<file path="config.mk">
export PLATFORM = sky130hd
export DESIGN_NAME = div256seq
export DESIGN_NICKNAME = d
export VERILOG_FILES = /design/src/rtl/div256seq.sv
export SDC_FILE = /design/constraint.sdc
export NUM_CORES = 2
export LEC_CHECK = 0
export CAP_MARGIN = 20
export CORE_UTILIZATION = 49
export CTS_CLUSTER_SIZE = 10
export DETAILED_ROUTE_END_ITERATION = 16
export PLACE_DENSITY = 0.88
export SLEW_MARGIN = 10
export SYNTH_ARGS = -nofsm -noshare
export SYNTH_HDL_FRONTEND = slang
export SYNTH_SLANG_ARGS = --single-unit
</file>
<file path="constraint.sdc">
create_clock -name clk -period 14 [get_ports clk]
set_input_delay 4.2 -clock clk [delete_from_list [all_inputs] [get_ports clk]]
set_output_delay 4.2 -clock clk [all_outputs]
set_load 0.01 [all_outputs]
</file>
<file path="src/rtl/div256seq.sv">
// Sequential radix-2 restoring divider: 2W-bit dividend / W-bit divisor -> W-bit quotient and remainder.
// One quotient bit per clock; overflow and divide-by-zero take a one-cycle FIN path.
module div256seq #(
    parameter int W  = 128,
    parameter int CW = 8
) (
    input  logic           clk,
    input  logic           reset,
    input  logic           start,
    input  logic [2*W-1:0] dividend,
    input  logic [W-1:0]   divisor,
    output logic           busy,
    output logic           done,
    output logic           ovf,
    output logic [W-1:0]   quotient,
    output logic [W-1:0]   remainder
);

    typedef enum logic [1:0] {IDLE, RUN, FIN} state_t;

    state_t        state_q, state_d;
    logic [W-1:0]  rem_q, rem_d;
    logic [W-1:0]  s_q, s_d;
    logic [W-1:0]  d_q, d_d;
    logic [CW-1:0] cnt_q, cnt_d;
    logic          done_q, done_d;
    logic          ovf_q, ovf_d;
    logic [W-1:0]  quo_q, quo_d;
    logic [W-1:0]  rmd_q, rmd_d;

    logic [W:0]    t;
    logic [W-1:0]  diff;
    logic          ge;
    logic          ovf_cond;

    // t needs W+1 bits; when t >= D the difference always fits back into W bits.
    always_comb begin
        t        = {rem_q, s_q[W-1]};
        ge       = (t >= {1'b0, d_q});
        diff     = t[W-1:0] - d_q;
        ovf_cond = (divisor == '0) || (dividend[2*W-1:W] >= divisor);

        state_d = state_q;
        rem_d   = rem_q;
        s_d     = s_q;
        d_d     = d_q;
        cnt_d   = cnt_q;
        done_d  = 1'b0;
        ovf_d   = ovf_q;
        quo_d   = quo_q;
        rmd_d   = rmd_q;

        case (state_q)
            IDLE: begin
                if (start) begin
                    d_d     = divisor;
                    rem_d   = dividend[2*W-1:W];
                    s_d     = dividend[W-1:0];
                    cnt_d   = '0;
                    state_d = ovf_cond ? FIN : RUN;
                end
            end
            RUN: begin
                // S doubles as the quotient accumulator: dividend bits leave at the top, qbits enter at the bottom.
                rem_d = ge ? diff : t[W-1:0];
                s_d   = {s_q[W-2:0], ge};
                cnt_d = cnt_q + CW'(1);
                if (cnt_q == CW'(W - 1)) begin
                    quo_d   = {s_q[W-2:0], ge};
                    rmd_d   = ge ? diff : t[W-1:0];
                    done_d  = 1'b1;
                    ovf_d   = 1'b0;
                    state_d = IDLE;
                end
            end
            FIN: begin
                quo_d   = '1;
                rmd_d   = '0;
                ovf_d   = 1'b1;
                done_d  = 1'b1;
                state_d = IDLE;
            end
            default: state_d = IDLE;
        endcase
    end

    always_ff @(posedge clk) begin
        if (reset) begin
            state_q <= IDLE;
            cnt_q   <= '0;
            done_q  <= 1'b0;
            ovf_q   <= 1'b0;
            quo_q   <= '0;
            rmd_q   <= '0;
        end else begin
            state_q <= state_d;
            cnt_q   <= cnt_d;
            done_q  <= done_d;
            ovf_q   <= ovf_d;
            quo_q   <= quo_d;
            rmd_q   <= rmd_d;
        end
    end

    always_ff @(posedge clk) begin
        rem_q <= rem_d;
        s_q   <= s_d;
        d_q   <= d_d;
    end

    assign busy      = (state_q != IDLE);
    assign done      = done_q;
    assign ovf       = ovf_q;
    assign quotient  = quo_q;
    assign remainder = rmd_q;

endmodule
</file>
==> impl_results.rst <==
.. list-table::
   :header-rows: 1

   * - Metric
     - Value
   * - Final number of max-transition violations
     - 0
   * - Type of the most critical hold path
     - register to register
   * - Average wire per standard cell
     - 25.0 um
   * - Final Total Pwr
     - 6450 uW
   * - Max-cap violations
     - 0
   * - Critical-path maximum fanout
     - 3
   * - Die extent in x
     - 279 um
   * - Layout Area Growth over Synthesis
     - 25.8%
   * - TritonCTS Buffers
     - 78
   * - Proportion of layout cells with a drive suffix above 1
     - 0.0664
   * - Cell chain of the critical path
     - clkdlybuf4s50_1, inv_1, ha_1, a21o_1, a21o_1, a21o_1, a211oi_1, o21ai_0, a221oi_1, nor3b_1, o41ai_1, a221o_1, a31oi_1, o31ai_1
   * - Headroom to the max-slew limit
     - 0.154
   * - Full die area
     - 77,800 um^2
   * - RSZ-0062 raised after global routing
     - false
   * - Clock latency on the worst-skew pair
     - 660 ps
   * - Max IR drop VDD
     - 118 uV
   * - Min Clock Period, post-route
     - 8050 ps
   * - Total wire length
     - 143 mm
   * - Vias in the first global route
     - 34,400
   * - Wire length of the first global-routing pass
     - 209 mm
   * - Longest individual stage delay on the worst path
     - 880 ps
   * - Status
     - complete, no violations
   * - Total number of yosys warnings
     - 0
   * - Vias per std cell
     - 6.18
   * - Synth cell types
     - 83
   * - Clk pin slew, worst setup/hold paths
     - 60 ps
   * - Slowest library cell on the worst path
     - a221oi_1
   * - Routed vias
     - 35,200
   * - Total gr overflow
     - 0
   * - Count of hold buffers inserted by post-cts repair
     - 0
   * - Top flip-flop cell by instance count after synthesis
     - edfxtp_1
   * - Sequential cell area
     - 16,900 um^2
   * - Mapped Avg Cell Area
     - 9.29 um^2
   * - Most frequent cell after synthesis
     - nor2_1
   * - Register bit count reported by yosys
     - 652
   * - Number of endpoints with negative hold slack in the final report
     - 0
   * - Post-synth net total
     - 4,694
   * - Critical Path Source Type
     - input pin
   * - Total GRT Usage
     - 0.354
   * - Sum of negative setup slack
     - 0 ps
   * - # H-tree levels
     - 3
   * - Async set-reset flop share out of synthesis
     - 0
   * - Critical path start-end classification
     - input pin to register
   * - CTS max path bufs
     - 3
   * - Static leakage
     - 0.0188 uW
   * - FILL cells
     - 6,035
   * - Half-perimeter wire length of the detailed placement result
     - 107 mm
   * - Cell accounting for the most synthesized area
     - edfxtp_1
   * - Ranking of synthesized cells by area
     - edfxtp_1, dfxtp_1, ha_1, a21oi_1, nor2_1
   * - Count of input and output buffers
     - 645
   * - Kind of end point of the critical path
     - register
   * - Remaining DRCs
     - 0
   * - Initial antenna violation count
     - 20
   * - Slew at the pin closest to its max-slew limit
     - 1250 ps
   * - Most used cell, CP
     - a21o_1
   * - Power Density
     - 136 nW/um^2
   * - Ports placed on the boundary
     - 646
   * - Skew final
     - 42.5 ps
   * - Count of standard-cell rows
     - 101
   * - Antenna-violating nets left
     - 0
   * - Most numerous cell types in the synthesized netlist
     - nor2_1, edfxtp_1, a21oi_1
   * - Number of enable-type register cells in the synthesized netlist
     - 384
   * - Required @ worst endpoint
     - 14,490 ps
   * - Core footprint
     - 75,900 um^2
   * - Post-CTS Resized
     - 0
   * - Part of the Yosys area used for sequential elements
     - 0.449
   * - Initial Utilization
     - 0.495
   * - TritonCTS clock tree
     - built
   * - # nets final
     - 5,240
   * - Iteration count of the initial detailed-routing pass
     - 5
   * - Post-synthesis cell area
     - 37,600 um^2
   * - Global placement routability congestion
     - 0.992
   * - Crit path DAT
     - 8530 ps
   * - Maximum achievable frequency
     - 124 MHz
   * - Portion of synthesized cell area occupied by the leading cell type
     - 0.307
   * - Overall die height
     - 279 um
   * - Post-CTS setup repair buffer count
     - 0
   * - Maximum number of pins on one net before global-route repair
     - 189
   * - Final Cycle Share
     - 0.575
   * - Final count of negative-setup-slack endpoints
     - 0
   * - Buffer type at the clock tree root
     - clkbuf_16
   * - Drt initial violations
     - 3,633
   * - TritonCTS sink count
     - 652
   * - Multi-input gate area in the final layout
     - 18,700 um^2
   * - Cells after Synth
     - 4,046
## cell families after synthesis
kind of cell,synth area share
flip-flops,0.449
adder cells (fa/ha/maj),0.0871
multiplexers,0.0577
buffers and inverters,0.0541
AO/OA/AOI/OAI,0.188
AND/OR/NAND/NOR,0.136
XOR/XNOR,0.0280
## worst paths after layout
kind | endpoint | cells after the start | from | slack (ps)
setup / recovery | state_q[1] | 14 | divisor[73] | 5950
hold / removal | remainder[90] | 2 | remainder[90] | 450
setup reg to reg | rem_q[29] | 13 | rem_q[0] | 8240
hold reg to reg | remainder[90] | 2 | remainder[90] | 450
## report_power, final
part	leakage [uW]	switching [uW]	internal (uW)
registers	0.00586	122	2270
clock network	0.00115	854	1120
logic	0.0117	1300	785
total	0.0188	2280	4170
## per-layer routing
metal,global-route usage,wire length [um]
met1,0.426,53000
met2,0.573,64900
met3,0.0868,14800
met4,0.210,9700
met5,0,93
## sequential cells by signal, summed over array words and instances (netlist names), 2 cells and up
register	flops
remainder	128
s_q	128
rem_q	128
state_q	2
d_q	128
quotient	128
cnt_q	8
## worst max-delay path, delay by kind of cell
kind,cells,cell delay [ps]
AOI/OAI and AO/OA,10,3080
adders and majority gates,1,280
buffers and inverters,2,570
and+or+nand+nor,1,400
## area by class of cell
class                      instances  share of cell area
antenna                            7            0.000370
tap                             1030              0.0273
clock buffer                     132              0.0471
timing repair buffer             678               0.142
inverter                         316              0.0253
sequential                       652               0.357
multi-input combinational       2866               0.396
clock inverter                    11             0.00476
## layout by cell type (no fill, tap or decap), types with 31 or more instances in the layout
| cell type | n |
|---|---|
| a21o_1 | 87 |
| nor3_1 | 48 |
| a2bb2oi_1 | 39 |
| clkdlybuf4s50_1 | 644 |
| xnor2_1 | 73 |
| nand4_1 | 105 |
| o21bai_1 | 38 |
| xor2_1 | 47 |
| mux2i_1 | 57 |
| inv_1 | 314 |
| clkbuf_16 | 80 |
| nand2_1 | 345 |
| a21oi_1 | 372 |
| dfxtp_1 | 268 |
| ha_1 | 259 |
| mux2_2 | 142 |
| clkbuf_1 | 49 |
| nor4_1 | 43 |
| buf_4 | 31 |
| nor2_1 | 444 |
| edfxtp_1 | 384 |
| nand3_1 | 48 |
| o21ai_0 | 234 |
| o22ai_1 | 133 |
## per-stage QoR
stage	setup WS (ps)	hold WS, ps	util	cells	area [um^2]
6_report	5950	452	0.623	5692	47300
5_1_grt	5990	475	0.623	5687	47300
4_1_cts	6230	455	0.622	5683	47300
3_5_place_dp	5560	443	0.590	5540	44800
3_3_place_gp	5650	434	0.590	5540	44800
2_1_floorplan	290	459	-	4046	37600
No activity file was read; power rests on OpenSTA's default activity.
